### config.mk
export PLATFORM = sky130hd
export DESIGN_NAME = iris_center_sched_flat
export DESIGN_NICKNAME = d
export VERILOG_FILES = /design/src/rtl/iris_sched_pkg.sv /design/src/rtl/iris_center_sched_if.sv /design/src/rtl/iris_sched_fifo.sv /design/src/rtl/iris_center_sched.sv /design/src/flat_wrapper.sv
export SDC_FILE = /design/constraint.sdc
export NUM_CORES = 1
export LEC_CHECK = 0
export BUFFER_PORTS_ARGS = -buffer_cell sky130_fd_sc_hd__buf_2
export CAP_MARGIN = 25
export CORE_MARGIN = 1
export CORE_UTILIZATION = 30
export CTS_CLUSTER_DIAMETER = 120
export DETAILED_ROUTE_END_ITERATION = 16
export GPL_TIMING_DRIVEN = 0
export PLACE_DENSITY_LB_ADDON = 0.1
export SKIP_CTS_REPAIR_TIMING = 1
export SLEW_MARGIN = 40
export SYNTH_ARGS = -nofsm -noshare
export SYNTH_HDL_FRONTEND = slang
export SYNTH_SLANG_ARGS = --single-unit
### constraint.sdc
create_clock -name clk -period 7.8 [get_ports clk]
set_input_delay 0.78 -clock clk [delete_from_list [all_inputs] [get_ports clk]]
set_output_delay 0.78 -clock clk [all_outputs]
set_load 0.005 [all_outputs]
### src/rtl/iris_sched_pkg.sv
// Shared types and widths for the iris-centre scheduler: eye encoding,
// scheduler states and the packed result word held in the result FIFO.
package iris_sched_pkg;

   localparam int ANG_W = 12;
   localparam int RE_W  = 13;
   localparam int POS_W = 14;
   localparam int RES_W = 29;

   localparam logic EYE_LEFT  = 1'b0;
   localparam logic EYE_RIGHT = 1'b1;

   typedef enum logic [1:0] {
      IDLE  = 2'd0,
      RUN   = 2'd1,
      DRAIN = 2'd2
   } sched_state_t;

   typedef struct packed {
      logic             eye;
      logic [POS_W-1:0] x;
      logic [POS_W-1:0] y;
   } iris_res_t;

endpackage

### src/rtl/iris_center_sched_if.sv
// Bundle of the two eye request channels, the shared datapath operand/result
// wires and the result stream. master = environment side, slave = scheduler.
interface iris_center_sched_if;
   import iris_sched_pkg::*;

   logic             l_valid, l_ready, r_valid, r_ready;
   logic [ANG_W-1:0] l_theta, l_phi, r_theta, r_phi;
   logic [RE_W-1:0]  l_rE, r_rE;
   logic [POS_W-1:0] l_x, l_y, r_x, r_y;

   logic [ANG_W-1:0] dp_theta, dp_phi;
   logic [RE_W-1:0]  dp_rE;
   logic [POS_W-1:0] dp_x, dp_y, dp_iris_x, dp_iris_y;

   logic             res_valid, res_ready, res_eye;
   logic [POS_W-1:0] res_x, res_y;

   modport master (
      output l_valid, l_theta, l_phi, l_rE, l_x, l_y,
      output r_valid, r_theta, r_phi, r_rE, r_x, r_y,
      input  l_ready, r_ready,
      input  dp_theta, dp_phi, dp_rE, dp_x, dp_y,
      output dp_iris_x, dp_iris_y,
      input  res_valid, res_eye, res_x, res_y,
      output res_ready
   );

   modport slave (
      input  l_valid, l_theta, l_phi, l_rE, l_x, l_y,
      input  r_valid, r_theta, r_phi, r_rE, r_x, r_y,
      output l_ready, r_ready,
      output dp_theta, dp_phi, dp_rE, dp_x, dp_y,
      input  dp_iris_x, dp_iris_y,
      output res_valid, res_eye, res_x, res_y,
      input  res_ready
   );

endinterface

### src/rtl/iris_sched_fifo.sv
// Synchronous show-ahead FIFO with occupancy count; dout reads as zero when
// empty so the result outputs stay quiet after reset.
module iris_sched_fifo #(
   parameter int WIDTH = 29,
   parameter int DEPTH = 16
) (
   input  logic                   clk,
   input  logic                   rst,
   input  logic                   push,
   input  logic [WIDTH-1:0]       din,
   input  logic                   pop,
   output logic [WIDTH-1:0]       dout,
   output logic                   empty,
   output logic [$clog2(DEPTH):0] count
);

   localparam int AW = $clog2(DEPTH);

   logic [WIDTH-1:0] mem [DEPTH];
   logic [AW-1:0]    wr_ptr, rd_ptr;
   logic             full, do_push, do_pop;

   assign empty   = (count == '0);
   assign full    = (count == (AW+1)'(DEPTH));
   assign do_push = push && !full;
   assign do_pop  = pop && !empty;
   assign dout    = empty ? '0 : mem[rd_ptr];

   always_ff @(posedge clk) begin
      if (do_push) mem[wr_ptr] <= din;
   end

   always_ff @(posedge clk) begin
      if (!rst) begin
         wr_ptr <= '0;
         rd_ptr <= '0;
         count  <= '0;
      end else begin
         if (do_push) wr_ptr <= wr_ptr + 1'b1;
         if (do_pop)  rd_ptr <= rd_ptr + 1'b1;
         unique case ({do_push, do_pop})
            2'b10:   count <= count + 1'b1;
            2'b01:   count <= count - 1'b1;
            default: ;
         endcase
      end
   end

endmodule

### src/rtl/iris_center_sched.sv
// Round-robin scheduler sharing one iris-centre datapath between both eyes.
// Define IRIS_SCHED_STATS_EN to add issue/stall statistics counters.
module iris_center_sched
   import iris_sched_pkg::*;
#(
   parameter int PIPE_LAT   = 9,
   parameter int FIFO_DEPTH = 16
) (
   input  logic clk,
   input  logic rst,
   input  logic en,
   input  logic flush,
   output logic flush_done,
   output logic busy,
`ifdef IRIS_SCHED_STATS_EN
   input  logic        stats_clr,
   output logic [15:0] l_issue_cnt,
   output logic [15:0] r_issue_cnt,
   output logic [15:0] stall_cnt,
`endif
   iris_center_sched_if.slave bus
);

   localparam int CW = $clog2(FIFO_DEPTH) + 1;

   sched_state_t state;
   logic         last_grant, grant_eye, issue, credit, any_valid, capture, pop, fifo_empty;
   logic [CW-1:0] inflight, fifo_count;
   logic [CW:0]   used;
   logic [1:0]    tag [PIPE_LAT+1];
   iris_res_t     push_data, head;

   // Credits count both in-flight work and queued results so a capture never finds the FIFO full.
   assign any_valid = bus.l_valid || bus.r_valid;
   assign used      = {1'b0, inflight} + {1'b0, fifo_count};
   assign credit    = used < (CW+1)'(FIFO_DEPTH);
   assign issue     = (state == RUN) && en && !flush && any_valid && credit;
   assign grant_eye = bus.r_valid && (!bus.l_valid || last_grant == EYE_LEFT);
   assign bus.l_ready = issue && (grant_eye == EYE_LEFT);
   assign bus.r_ready = issue && (grant_eye == EYE_RIGHT);

   assign capture   = tag[PIPE_LAT][1];
   assign push_data = '{eye: tag[PIPE_LAT][0], x: bus.dp_iris_x, y: bus.dp_iris_y};
   assign pop       = !fifo_empty && bus.res_ready;
   assign busy      = (state != IDLE) || (inflight != '0) || !fifo_empty;

   always_ff @(posedge clk) begin
      if (!rst) begin
         state        <= IDLE;
         flush_done   <= 1'b0;
         last_grant   <= EYE_RIGHT;
         inflight     <= '0;
         bus.dp_theta <= '0;
         bus.dp_phi   <= '0;
         bus.dp_rE    <= '0;
         bus.dp_x     <= '0;
         bus.dp_y     <= '0;
         for (int k = 0; k <= PIPE_LAT; k++) tag[k] <= 2'b00;
      end else begin
         flush_done <= 1'b0;
         unique case (state)
            IDLE: begin
               if (flush)   flush_done <= 1'b1;
               else if (en) state      <= RUN;
            end
            RUN: begin
               if (flush || !en) state <= DRAIN;
            end
            DRAIN: begin
               if (inflight == '0 && fifo_empty) begin
                  flush_done <= 1'b1;
                  state      <= IDLE;
               end
            end
            default: state <= IDLE;
         endcase

         if (issue) begin
            last_grant   <= grant_eye;
            bus.dp_theta <= grant_eye ? bus.r_theta : bus.l_theta;
            bus.dp_phi   <= grant_eye ? bus.r_phi   : bus.l_phi;
            bus.dp_rE    <= grant_eye ? bus.r_rE    : bus.l_rE;
            bus.dp_x     <= grant_eye ? bus.r_x     : bus.l_x;
            bus.dp_y     <= grant_eye ? bus.r_y     : bus.l_y;
         end

         // Tag pipe lines up with the datapath so tag[PIPE_LAT] marks a valid dp_iris_* result.
         tag[0] <= issue ? {1'b1, grant_eye} : 2'b00;
         for (int k = 1; k <= PIPE_LAT; k++) tag[k] <= tag[k-1];

         unique case ({issue, capture})
            2'b10:   inflight <= inflight + 1'b1;
            2'b01:   inflight <= inflight - 1'b1;
            default: ;
         endcase
      end
   end

   iris_sched_fifo #(
      .WIDTH (RES_W),
      .DEPTH (FIFO_DEPTH)
   ) u_fifo (
      .clk   (clk),
      .rst   (rst),
      .push  (capture),
      .din   (push_data),
      .pop   (pop),
      .dout  (head),
      .empty (fifo_empty),
      .count (fifo_count)
   );

   assign bus.res_valid = !fifo_empty;
   assign bus.res_eye   = head.eye;
   assign bus.res_x     = head.x;
   assign bus.res_y     = head.y;

`ifdef IRIS_SCHED_STATS_EN
   // Saturating counters; clear has priority over any increment in the same cycle.
   always_ff @(posedge clk) begin
      if (!rst || stats_clr) begin
         l_issue_cnt <= '0;
         r_issue_cnt <= '0;
         stall_cnt   <= '0;
      end else begin
         if (issue && grant_eye == EYE_LEFT && l_issue_cnt != 16'hFFFF)
            l_issue_cnt <= l_issue_cnt + 16'd1;
         if (issue && grant_eye == EYE_RIGHT && r_issue_cnt != 16'hFFFF)
            r_issue_cnt <= r_issue_cnt + 16'd1;
         if (state == RUN && any_valid && !credit && stall_cnt != 16'hFFFF)
            stall_cnt <= stall_cnt + 16'd1;
      end
   end
`endif

endmodule

### src/flat_wrapper.sv
// flat-port wrapper written by rule: the top's interface ports become plain ports
module iris_center_sched_flat import iris_sched_pkg::*;
#(
   parameter int PIPE_LAT   = 9,
   parameter int FIFO_DEPTH = 16
)
  (clk, rst, en, flush, flush_done, busy, bus_l_valid, bus_l_theta, bus_l_phi, bus_l_rE, bus_l_x, bus_l_y, bus_r_valid, bus_r_theta, bus_r_phi, bus_r_rE, bus_r_x, bus_r_y, bus_l_ready, bus_r_ready, bus_dp_theta, bus_dp_phi, bus_dp_rE, bus_dp_x, bus_dp_y, bus_dp_iris_x, bus_dp_iris_y, bus_res_valid, bus_res_eye, bus_res_x, bus_res_y, bus_res_ready);
  iris_center_sched_if bus_i ();
  input  logic clk;
  input  logic rst;
  input  logic en;
  input  logic flush;
  output logic flush_done;
  output logic busy;
  input wire logic [$bits(bus_i.l_valid)-1:0] bus_l_valid;
  input wire logic [$bits(bus_i.l_theta)-1:0] bus_l_theta;
  input wire logic [$bits(bus_i.l_phi)-1:0] bus_l_phi;
  input wire logic [$bits(bus_i.l_rE)-1:0] bus_l_rE;
  input wire logic [$bits(bus_i.l_x)-1:0] bus_l_x;
  input wire logic [$bits(bus_i.l_y)-1:0] bus_l_y;
  input wire logic [$bits(bus_i.r_valid)-1:0] bus_r_valid;
  input wire logic [$bits(bus_i.r_theta)-1:0] bus_r_theta;
  input wire logic [$bits(bus_i.r_phi)-1:0] bus_r_phi;
  input wire logic [$bits(bus_i.r_rE)-1:0] bus_r_rE;
  input wire logic [$bits(bus_i.r_x)-1:0] bus_r_x;
  input wire logic [$bits(bus_i.r_y)-1:0] bus_r_y;
  output wire logic [$bits(bus_i.l_ready)-1:0] bus_l_ready;
  output wire logic [$bits(bus_i.r_ready)-1:0] bus_r_ready;
  output wire logic [$bits(bus_i.dp_theta)-1:0] bus_dp_theta;
  output wire logic [$bits(bus_i.dp_phi)-1:0] bus_dp_phi;
  output wire logic [$bits(bus_i.dp_rE)-1:0] bus_dp_rE;
  output wire logic [$bits(bus_i.dp_x)-1:0] bus_dp_x;
  output wire logic [$bits(bus_i.dp_y)-1:0] bus_dp_y;
  input wire logic [$bits(bus_i.dp_iris_x)-1:0] bus_dp_iris_x;
  input wire logic [$bits(bus_i.dp_iris_y)-1:0] bus_dp_iris_y;
  output wire logic [$bits(bus_i.res_valid)-1:0] bus_res_valid;
  output wire logic [$bits(bus_i.res_eye)-1:0] bus_res_eye;
  output wire logic [$bits(bus_i.res_x)-1:0] bus_res_x;
  output wire logic [$bits(bus_i.res_y)-1:0] bus_res_y;
  input wire logic [$bits(bus_i.res_ready)-1:0] bus_res_ready;
  assign bus_i.l_valid = bus_l_valid;
  assign bus_i.l_theta = bus_l_theta;
  assign bus_i.l_phi = bus_l_phi;
  assign bus_i.l_rE = bus_l_rE;
  assign bus_i.l_x = bus_l_x;
  assign bus_i.l_y = bus_l_y;
  assign bus_i.r_valid = bus_r_valid;
  assign bus_i.r_theta = bus_r_theta;
  assign bus_i.r_phi = bus_r_phi;
  assign bus_i.r_rE = bus_r_rE;
  assign bus_i.r_x = bus_r_x;
  assign bus_i.r_y = bus_r_y;
  assign bus_l_ready = bus_i.l_ready;
  assign bus_r_ready = bus_i.r_ready;
  assign bus_dp_theta = bus_i.dp_theta;
  assign bus_dp_phi = bus_i.dp_phi;
  assign bus_dp_rE = bus_i.dp_rE;
  assign bus_dp_x = bus_i.dp_x;
  assign bus_dp_y = bus_i.dp_y;
  assign bus_i.dp_iris_x = bus_dp_iris_x;
  assign bus_i.dp_iris_y = bus_dp_iris_y;
  assign bus_res_valid = bus_i.res_valid;
  assign bus_res_eye = bus_i.res_eye;
  assign bus_res_x = bus_i.res_x;
  assign bus_res_y = bus_i.res_y;
  assign bus_i.res_ready = bus_res_ready;
  iris_center_sched #(.PIPE_LAT(PIPE_LAT), .FIFO_DEPTH(FIFO_DEPTH)) u_core (.clk(clk), .rst(rst), .en(en), .flush(flush), .flush_done(flush_done), .busy(busy), .bus(bus_i));
endmodule
## Yosys cells after proc, flatten, opt, wreduce, memory -nomap -nowiden

Memories as Yosys holds them, arrays and structs flattened. A register that Yosys moved wholly into a read port is not among the register bits.
Index checks and enable logic that the tools add are counted.

- Equality and inequality tests: 11
- Multipliers: 0
- Add/subtract/negate cells: 7
- Div/mod/pow operators: 0
- Bitwise operators: 12
- Reduce and logical (&&, ||, !) cells: 29
- Multiplexer cells: 33
- Shifts and indexed selects: 0
- $lt $le $gt $ge: 1

Operators with widths:

| cell | number |
|---|---|
| 2-bit two-way mux | 15 |
| 29-bit two-way mux | 1 |
| 14-bit two-way mux | 2 |
| 12-bit two-way mux | 2 |
| 5-bit case mux with 2 select lines | 2 |
| 13-bit two-way mux | 1 |
| 1-bit logical AND | 11 |
| 5-bit by 1-bit adder with 5-bit output (second input constant) | 2 |
| 5-bit logical NOT | 2 |
| 1-bit bitwise OR | 10 |
| 5-bit by 1-bit subtractor with 5-bit output (second input constant) | 2 |
| 4-bit by 1-bit adder with 4-bit output (second input constant) | 2 |
| 4-bit two-way mux | 2 |
| 5-bit by 5-bit adder with 6-bit output | 1 |
| 2-bit by 1-bit == test with 1-bit output (second input constant) | 3 |
| 2-bit == test (second input constant) | 3 |
| 6-bit by 5-bit < comparator with 1-bit output (second input constant) | 1 |
| 1-bit two-way mux | 6 |
| 2-bit inequality test (second input constant) | 3 |
| 2-bit case mux with 3 select lines | 1 |
| 2-bit nonzero test | 3 |
| 5-bit == test (second input constant) | 1 |
| 1-bit logical NOT | 5 |
| 1-bit logical OR | 5 |
| 6 further kinds | 7 |

- Memories: 2
- Word-level logic and storage cells: 107
- Output and inout port bits: 99
- Flip-flop bits (word level): 87
- Bits in latches: 0
- Bits in read-only memories: 0
- Bits in writable memories: 484
- Bits of input ports: 165

Memory list:

| memory | depth | bits a word | rd ports | clocked after Yosys merged registers in | wr ports | RTL line | text |
|---|---|---|---|---|---|---|---|
| u_core.u_fifo.mem | 16 | 29 | 1 | 1 | 1 | iris_sched_fifo.sv:19 | `logic [WIDTH-1:0] mem [DEPTH];` |
| u_core.tag | 10 | 2 | 10 | 0 | 10 | iris_center_sched.sv:30 | `logic [1:0] tag [PIPE_LAT+1];` |

## Logic depth before layout (Yosys ltp)

Gate-level depths: netlist of the first run.

- Depth in word-level cells: 7
- Gate-level depth with buffers: 14
- Gate-level depth less buffers: 12

## Hierarchy

From an unflattened synthesis of the first run, not the netlist that was laid out.

- Cells, all modules: 1310
- Area, all modules: 23296.1 um^2

Modules (own cells, without submodules):

| module | sequential area each (um^2) | area each (um^2) | instances | cells each |
|---|---|---|---|---|
| iris_sched_fifo | 14273.7 | 18689.2 | 1 | 841 |
| iris_center_sched | 1881.8 | 4606.9 | 1 | 469 |

## Worst setup path after synthesis of the first run

Ideal clock, no wire load.

- Path type: register -> register
- From: reg u_core.u_fifo.count[1]
- To: mem u_core.u_fifo.mem[1][0], enable pin
- Path slack: 4.227 ns
- Stages on the path, launching flop included: 7
- Period minus slack after synthesis: 3.573 ns
- Data required time: 7.349 ns
- Buffers on the path: 2
- Data arrival time: 3.122 ns
- Setup time: 0.451 ns
- Cells stage by stage: dfxtp_1 -> or4_1 -> buf_6 -> o21a_1 -> clkbuf_1 -> nand2_1 -> nor3_1

- Cells in the longest elaborated chain, start to end: 5

Ends and longest elaborated chain:

| element | RTL line | text |
|---|---|---|
| start: declaration | iris_sched_fifo.sv:14 | `output logic [$clog2(DEPTH):0] count` |
| start signal: assignment | iris_sched_fifo.sv:42 | `2'b10: count <= count + 1'b1;` |
| start signal: assignment | iris_sched_fifo.sv:43 | `2'b01: count <= count - 1'b1;` |
| 5-bit == test | iris_sched_fifo.sv:24 | `assign full = (count == (AW+1)'(DEPTH));` |
| 1-bit logical NOT | iris_sched_fifo.sv:25 | `assign do_push = push && !full;` |
| 1-bit logical AND | iris_sched_fifo.sv:25 |  |
| 1-bit two-way mux | iris_sched_fifo.sv:30 | `if (do_push) mem[wr_ptr] <= din;` |
| 1-bit two-way mux (implied by the code) | iris_sched_fifo.sv:30 |  |
| end: declaration | iris_sched_fifo.sv:19 |  |

No other way between the ends.

==> reports/summary.json, run 1 <==
{
  "run_status": {
    "result_of_the_run": "complete, no violations"
  },
  "finish": {
    "antennaDiodeCount": 0,
    "area.growth.synth_to_final_pct": 24.87,
    "layout.cells.most_common_list": "464 x sky130_fd_sc_hd__edfxtp_1, 312 x sky130_fd_sc_hd__buf_2, 116 x sky130_fd_sc_hd__mux4_2",
    "final_layout_size_suffix_gt1_share_pct": 37.25,
    "most_common_cell_after_layout_fill_and_taps_aside": "sky130_fd_sc_hd__edfxtp_1",
    "layout.nets": 1815,
    "filler_cell_count": 6963,
    "fin_area_mm2": 0.02835
  },
  "placed_design": {
    "gpl.final_weighted_congestion": 0.7938,
    "port-buffer-count": 263,
    "dpl_wire_length_um": 43500,
    "detailedPlace.worstSlack_ps": 4064,
    "dpl_cell_area_mm2": 0.02615
  },
  "sta": {
    "setup_repair_after_global_routing_missed_its_margin": "no",
    "slew_viol_final": 0,
    "fin_crit_sh_pct": 55.00,
    "timing.final.setup_violations": 0,
    "fin_skew_ps": 14.80,
    "layout_min_cycle_time_ps": 4290,
    "setup_slack_ps": 3510,
    "max-slew-margin-rel_pct": 47.44,
    "fmax_mhz": 233.1,
    "worstMarginPinSlew_ps": 788.4,
    "totalNegativeSetupSlack_ps": 0,
    "final_hold_viol_count": 0
  },
  "clocking": {
    "clockBufferDepth": 3,
    "cts-buffers-inserted": 68,
    "clock_tree.htree_level_count": 3,
    "cts_tree": "built",
    "clk_pin_slew_worst_paths_ps": 60,
    "clockRootBuffer": "sky130_fd_sc_hd__clkbuf_16",
    "clock_latency_ps": 590,
    "numClockSinks": 575
  },
  "critical_path": {
    "crit_fanout": 10,
    "timing_worst_setup_path_type": "reg2out",
    "timing.critical_path.arrival_ps": 3510,
    "setup.worst_path.end_class": "output port",
    "required_ps": 7020,
    "critical_path.startpoint_type": "flip-flop"
  },
  "routing": {
    "first_pass_iters": 4,
    "routed_via_density": 4.836,
    "route.vias.total": 12840,
    "remaining_drc_errors": 0,
    "drtIter0Drc": 704,
    "total_wirelength_um": 62270,
    "antenna_left": 0,
    "wire_per_inst_um": 23.45
  },
  "die": {
    "io-pin-count": 264,
    "rows": 100,
    "die_area_mm2": 0.07678,
    "core_box_area_mm2": 0.07470,
    "initial_core_util_pct": 30.39,
    "dieHeight_um": 277.1,
    "fp.dieW_um": 277.1
  },
  "logic_synthesis": {
    "synth-seq-area-share_pct": 71.16,
    "mappedNetlistArea_mm2": 0.02270,
    "avg_inst_size_synth_um2": 18.25,
    "ys.warnings.count": 0,
    "postSynthRegisterBits": 575,
    "synthesis.instances": 1244,
    "synth.lib_cells_used.distinct": 50,
    "postSynthNetCount": 1427
  },
  "worst_hold_path": {
    "min_path_type": "reg2reg"
  },
  "grt": {
    "globalRoute.totalOverflow": 0,
    "pin_count_of_the_biggest_net_entering_global_routing": 17,
    "overall_track_demand_over_capacity_in_global_routing_pct": 16.37,
    "grt_pass1_wl_um": 92180,
    "antenna_found_initial": 5,
    "number_of_global_route_vias_before_repair": 13750
  },
  "pwr": {
    "irDropWorstVdd_uv": 132.1,
    "cellLeakagePower_nw": 9.876,
    "power.density_mw_per_mm2": 232.9
  },
  "job": {
    "maxCapViolations": 0
  }
}
==> synth_stat cells, drive strengths merged <==
cell | instances | area share, %
a21oi | 46 | 1.0
and2 | 20 | 0.55
a211o | 1 | 0.039
edfxtp | 464 | 61
nor4 | 1 | 0.055
o22a | 1 | 0.039
inv | 13 | 0.21
and4b | 1 | 0.044
or3 | 2 | 0.055
a211oi | 38 | 1.3
xnor2 | 1 | 0.039
and4 | 1 | 0.039
nor3b | 2 | 0.066
nor2b | 29 | 0.80
nand2b | 5 | 0.14
fa | 1 | 0.088
or4 | 2 | 0.066
mux2 | 29 | 1.4
nor4b | 1 | 0.039
o21ai | 6 | 0.15
o21a | 30 | 0.99
nor2 | 39 | 0.68
nor3 | 7 | 0.15
a221o | 29 | 1.3
nand4b | 2 | 0.077
and3 | 1 | 0.028
clkbuf | 41 | 0.68
ha | 17 | 0.94
a31o | 1 | 0.039
xor2 | 9 | 0.35
mux2i | 72 | 3.2
nand4bb | 1 | 0.050
a21o | 2 | 0.066
buf | 49 | 1.2
a31oi | 27 | 0.74
nand3 | 4 | 0.088
nand3b | 2 | 0.066
dfxtp | 111 | 9.8
a21boi | 1 | 0.033
mux4 | 116 | 12
nand4 | 3 | 0.083
o211ai | 7 | 0.28
nand2 | 8 | 0.13
o211a | 1 | 0.044
==> worst max-delay path: stages, from the launching register on <==
cell	delay, ps
sky130_fd_sc_hd__dfxtp_1	300
sky130_fd_sc_hd__clkbuf_1	350
sky130_fd_sc_hd__buf_2	440
sky130_fd_sc_hd__clkbuf_1	650
sky130_fd_sc_hd__mux4_2	410
sky130_fd_sc_hd__mux2_2	300
sky130_fd_sc_hd__a221o_1	330
sky130_fd_sc_hd__buf_2	140
==> flip-flops by register name, summed over array words and instances, names as in the netlist, 5 cells and up, named ones only <==
| register | flops |
|---|---|
| u_core.bus.dp_phi | 12 |
| u_core.bus.dp_rE | 13 |
| u_core.bus.dp_theta | 12 |
| u_core.bus.dp_x | 14 |
| u_core.bus.dp_y | 14 |
| u_core.inflight | 5 |
| u_core.tag | 20 |
| u_core.u_fifo.count | 5 |
| u_core.u_fifo.mem | 464 |
==> per-stage QoR <==
step | std cells | hold WS, ps | power [mW] | util [%]
final | 2655 | 429.6 | 6.603 | 37.95
after global routing | 2655 | 443.2 | 6.827 | 37.95
after CTS | 2655 | 427.9 | 6.705 | 37.95
after detailed placement | 2531 | 418.9 | 3.544 | 35.00
after global placement | 2476 | 414.0 | 3.540 | 33.78
after floorplan | 1244 | 411.9 | 3.442 | -
==> final timing paths <==
path                                                          start                              end  slack [ps]  cells past startpoint
worst max-delay path                                      flip-flop                     bus_res_x[3]        3510                      7
worst min-delay path                   u_core.tag[0][10]$_SDFF_PN0_     u_core.tag[0][12]$_SDFF_PN0_         430                      1
worst max register to register  u_core.u_fifo.count[4]$_SDFFE_PN0P_  u_core.inflight[2]$_SDFFE_PN0P_        4070                     14
worst min register to register         u_core.tag[0][10]$_SDFF_PN0_     u_core.tag[0][12]$_SDFF_PN0_         430                      1
==> per-layer routing <==
| layer | global-route usage, % | routed length [um] | share of wire (%) |
|---|---|---|---|
| met5 | 0 | 27 | 0.043 |
| met4 | 4.430 | 1082 | 1.7 |
| met3 | 4.033 | 3636 | 5.8 |
| met2 | 26.97 | 29930 | 48 |
| met1 | 21.45 | 27590 | 44 |
==> kinds of logic (layout without fill, tap and decap cells) <==
group | Yosys count | after routing | share of synthesized area [%]
XOR/XNOR | 10 | 10 | 0.3858
AND/OR/NAND/NOR | 131 | 131 | 3.208
buffers and inverters | 103 | 545 | 2.127
adder cells (fa/ha/maj) | 18 | 18 | 1.025
multiplexers | 217 | 217 | 16.12
flip-flops | 575 | 575 | 71.16
AO/OA/AOI/OAI | 190 | 190 | 5.969
==> power breakdown <==
group | switching [mW] | internal [mW] | total [mW]
combinational | 0.0927 | 0.0632 | 0.156
sequential | 0.00449 | 3.32 | 3.32
clock | 1.25 | 1.88 | 3.13
==> final cells by class <==
class,count,area [um^2],area share [%]
plain buffers,90,444.2,1.567
clock buffers,98,1916,6.758
clock inverters,26,282.8,0.9975
inverters,13,48.80,0.1721
multi-input cells,566,6173,21.78
flip-flops and latches,575,16160,56.99
well taps,969,1212,4.277
repair buffers,318,2115,7.459
(Power assumes the default switching activity.)
==> inputs of run 2 (changes only) <==
- clock period: 7.8 -> 3.6 ns (I/O delays scaled with it)
==> run 2 against run 1 <==
Effect of this change:
- register-to-register slack got worse by 3800 ps
- cell area about the same
- setup slack worse by 3400 ps
- core utilization hardly changed
- sequential share of layout area about the same
- sequential cell count unchanged
- combinational power rose by 120%
- power is 120% higher
- clock-buffer cell count is the same
- routed wire length about the same
- via count is essentially flat
- die area unchanged
==> reports/summary.json, run 2 (same netlist as run 1, synthesis figures left out) <==
{
  "sta": {
    "fmax_mhz": 288.8,
    "layout_min_cycle_time_ps": 3462,
    "worstMarginPinSlew": {"value": 782.4, "unit": "ps", "change": "was 788.4 ps"},
    "hold_slack": {"value": 67.47, "unit": "ps", "change": "was 429.6 ps"},
    "max-slew-margin-rel": {"value": 47.84, "unit": "%", "change": "was 47.44%"},
    "final_hold_viol_count": {"value": 0, "change": "unchanged"},
    "fin_skew": {"value": 15.45, "unit": "ps", "change": "was 14.80 ps"},
    "fin_crit_sh_pct": 96.17,
    "timing.final.setup_violations": {"value": 0, "change": "unchanged"},
    "setup_repair_after_global_routing_missed_its_margin": {"value": "yes", "change": "was no"},
    "slew_viol_final": {"value": 0, "change": "unchanged"}
  },
  "critical_path": {
    "required": {"value": 3240, "unit": "ps", "change": "was 7020 ps"},
    "cp.buffers_inverters": {"value": 5, "change": "was 4"},
    "timing.critical_path.arrival": {"value": 3100, "unit": "ps", "change": "was 3510 ps"},
    "worst_setup_path_endpoint": {"value": "bus_res_x[3]", "change": "unchanged"},
    "cp_num_cells": {"value": 7, "change": "unchanged"},
    "r2r-end": {"value": "u_core.inflight[2]$_SDFFE_PN0P_", "change": "unchanged"},
    "path_delay_family": {"value": "buffers and inverters", "change": "unchanged"},
    "setup.worst_path.end_class": {"value": "output port", "change": "unchanged"},
    "critical_path.startpoint_type": {"value": "flip-flop", "change": "unchanged"},
    "max_stage_delay": {"value": 400, "unit": "ps", "change": "was 650 ps"},
    "ff2ff_setup_slack": {"value": 310, "unit": "ps", "change": "was 4070 ps"},
    "crit_path_most_repeated_cell": "sky130_fd_sc_hd__clkbuf_4",
    "worst_path_max_delay_cell": {"value": "sky130_fd_sc_hd__a221o_1", "change": "was sky130_fd_sc_hd__clkbuf_1"},
    "crit_fanout": {"value": 10, "change": "unchanged"},
    "cp_cell_instances": {"value": "buf_2 -> clkbuf_4 -> clkbuf_4 -> clkbuf_4 -> mux4_2 -> a221o_1 -> buf_2", "change": "was clkbuf_1 -> buf_2 -> clkbuf_1 -> mux4_2 -> mux2_2 -> a221o_1 -> buf_2"},
    "worst_r2r_start": {"value": "u_core.u_fifo.count[4]$_SDFFE_PN0P_", "change": "unchanged"},
    "reg2reg_depth": {"value": 13, "change": "was 14"},
    "timing_worst_setup_path_type": {"value": "reg2out", "change": "unchanged"}
  },
  "die": {
    "io-pin-count": {"value": 264, "change": "unchanged"},
    "die_area": {"value": 0.07678, "unit": "mm^2", "change": "unchanged"},
    "fp.dieW": {"value": 277.1, "unit": "um", "change": "unchanged"},
    "dieHeight": {"value": 277.1, "unit": "um", "change": "unchanged"},
    "rows": {"value": 100, "change": "unchanged"},
    "core_box_area": {"value": 0.07470, "unit": "mm^2", "change": "unchanged"},
    "initial_core_util": {"value": 30.39, "unit": "%", "change": "unchanged"}
  },
  "job": {
    "maxCapViolations": {"value": 0, "change": "unchanged"}
  },
  "pwr": {
    "power.total": {"value": 14.31, "unit": "mW", "change": "was 6.603 mW"},
    "cellLeakagePower": {"value": 9.880, "unit": "nW", "change": "was 9.876 nW"},
    "irDropWorstVdd": {"value": 285.8, "unit": "uV", "change": "was 132.1 uV"},
    "power.density": {"value": 504.4, "unit": "mW/mm^2", "change": "was 232.9 mW/mm^2"}
  },
  "grt": {
    "number_of_global_route_vias_before_repair": {"value": 13750, "change": "unchanged"},
    "pin_count_of_the_biggest_net_entering_global_routing": {"value": 17, "change": "unchanged"},
    "grt_pass1_wl": {"value": 92180, "unit": "um", "change": "unchanged"},
    "globalRoute.totalOverflow": {"value": 0, "change": "unchanged"},
    "antenna_found_initial": {"value": 5, "change": "unchanged"},
    "overall_track_demand_over_capacity_in_global_routing": {"value": 16.37, "unit": "%", "change": "unchanged"}
  },
  "finish": {
    "most_common_cell_after_layout_fill_and_taps_aside": {"value": "sky130_fd_sc_hd__edfxtp_1", "change": "unchanged"},
    "most_flops_register": {"value": "u_core.u_fifo.mem", "change": "unchanged"},
    "area.growth.synth_to_final": {"value": 24.99, "unit": "%", "change": "was 24.87%"},
    "final_layout_size_suffix_gt1_share": {"value": 37.53, "unit": "%", "change": "was 37.25%"},
    "reg.largest.list": {"value": "u_core.u_fifo.mem x464, u_core.tag x20", "change": "unchanged"},
    "antennaDiodeCount": {"value": 0, "change": "unchanged"},
    "layout.cells.most_common_list": {"value": "464 x sky130_fd_sc_hd__edfxtp_1, 305 x sky130_fd_sc_hd__buf_2, 116 x sky130_fd_sc_hd__mux4_2", "change": "was 464 x sky130_fd_sc_hd__edfxtp_1, 312 x sky130_fd_sc_hd__buf_2, 116 x sky130_fd_sc_hd__mux4_2"},
    "final_cells": {"value": 2653, "change": "was 2655"},
    "fin_util": {"value": 37.99, "unit": "%", "change": "was 37.95%"},
    "filler_cell_count": {"value": 6958, "change": "was 6963"},
    "flip_flop_count_of_the_largest_register_all_copies_and_words_added": {"value": 464, "change": "unchanged"},
    "layout.nets": {"value": 1813, "change": "was 1815"}
  },
  "routing": {
    "wire_per_inst": {"value": 23.49, "unit": "um", "change": "was 23.45 um"},
    "maxUsedRoutingLayer": {"value": "met5", "change": "unchanged"},
    "first_pass_iters": {"value": 5, "change": "was 4"},
    "remaining_drc_errors": {"value": 0, "change": "unchanged"},
    "antenna_left": {"value": 0, "change": "unchanged"},
    "routed_via_density": {"value": 4.837, "change": "was 4.836"},
    "detail_route.wirelength.met1": {"value": 27240, "unit": "um", "change": "was 27590 um"},
    "route.met3.wl": {"value": 3984, "unit": "um", "change": "was 3636 um"},
    "route.vias.total": {"value": 12830, "change": "was 12840"},
    "met2RoutedLength": {"value": 29970, "unit": "um", "change": "was 29930 um"},
    "drtIter0Drc": {"value": 698, "change": "was 704"},
    "total_wirelength": {"value": 62310, "unit": "um", "change": "was 62270 um"}
  },
  "clocking": {
    "clock_tree.htree_level_count": {"value": 3, "change": "unchanged"},
    "cts_tree": {"value": "built", "change": "unchanged"},
    "numClockSinks": {"value": 575, "change": "unchanged"},
    "clockBufferDepth": {"value": 3, "change": "unchanged"},
    "clockRootBuffer": {"value": "sky130_fd_sc_hd__clkbuf_16", "change": "unchanged"},
    "clock_latency": {"value": 590, "unit": "ps", "change": "about the same"},
    "cts-buffers-inserted": {"value": 68, "change": "unchanged"},
    "clk_pin_slew_worst_paths": {"value": 60, "unit": "ps", "change": "about the same"}
  },
  "placed_design": {
    "dpl_wire_length": {"value": 43500, "unit": "um", "change": "unchanged"},
    "placed_cells": {"value": 2531, "change": "unchanged"},
    "port-buffer-count": {"value": 263, "change": "unchanged"},
    "gpl.final_weighted_congestion": {"value": 0.7938, "change": "unchanged"}
  },
  "run_status": {
    "result_of_the_run": {"value": "complete, no violations", "change": "unchanged"}
  },
  "worst_hold_path": {
    "min_path_type": {"value": "in2reg", "change": "was reg2reg"}
  }
}
-- run 2: cell types whose count changed in the layout (fill, tap and decap cells not counted) --
cell / previous run / this run
sky130_fd_sc_hd__buf_2: 312 / 305
sky130_fd_sc_hd__buf_4: 13 / 14
sky130_fd_sc_hd__clkbuf_1: 56 / 53
sky130_fd_sc_hd__clkbuf_4: 2 / 9
sky130_fd_sc_hd__dfxtp_1: 111 / 110
sky130_fd_sc_hd__dfxtp_4: 0 / 1
sky130_fd_sc_hd__nor4b_1: 1 / 0
sky130_fd_sc_hd__nor4b_2: 0 / 1
sky130_fd_sc_hd__o21ai_1: 1 / 0
sky130_fd_sc_hd__o21ai_2: 1 / 2
-- run 2: final cells by class --
cell class                 count  area, um^2  share of cell area, %
inverter                      13       48.80                 0.1720
sequential                   575       16160                  56.95
clock buffer                  98        1916                  6.751
tap                          969        1212                  4.273
timing repair buffer         318        2115                  7.452
multi-input combinational    566        6183                  21.79
clock inverter                26       282.8                 0.9966
buffer                        88       457.9                  1.614
-- run 2: metal layers --
| layer | global-route usage, % | vias up |
|---|---|---|
| met4 | 4.430 | 4 |
| met2 | 26.97 | 404 |
| li1 | - | 5809 |
| met5 | 0 | - |
| met1 | 21.45 | 6541 |
| met3 | 4.033 | 74 |
-- run 2: how the worst min path moves through the flow --
stage / from / end / slack [ps] / cells past startpoint
after detailed placement: u_core.tag[0][1]$_SDFF_PN0_ / u_core.tag[0][3]$_SDFF_PN0_ / 420 / 1
after global placement: u_core.tag[0][14]$_SDFF_PN0_ / u_core.tag[0][16]$_SDFF_PN0_ / 410 / 1
after global routing: rst / u_core.u_fifo.wr_ptr[3]$_SDFFE_PN0P_ / 60 / 3
after floorplan: u_core.tag[0][8]$_SDFF_PN0_ / u_core.tag[0][10]$_SDFF_PN0_ / 410 / 1
after CTS: rst / u_core.u_fifo.wr_ptr[3]$_SDFFE_PN0P_ / 30 / 3
final: rst / u_core.u_fifo.wr_ptr[3]$_SDFFE_PN0P_ / 70 / 3
-- run 2: per-stage QoR --
step           setup TNS, ps  setup slack, ps  area [um^2]
6_report                   0            137.8        28370
5_1_grt              -0.2593          -0.2593        28370
4_1_cts                -5658           -358.2        28350
3_5_place_dp          -201.1           -135.7        26150
3_3_place_gp         -737850            -3118        25230
2_1_floorplan              0            26.55        22700
-- run 2: power by group --
part	switching [mW]	internal (mW)	total (mW)
registers	0.00981	7.18	7.19
clock network	2.71	4.07	6.78
logic	0.200	0.137	0.337
-- run 2: worst min-delay path: stages --
cell                       delay [ps]
sky130_fd_sc_hd__buf_2            120
sky130_fd_sc_hd__nand2b_1          60
sky130_fd_sc_hd__mux2i_1           50
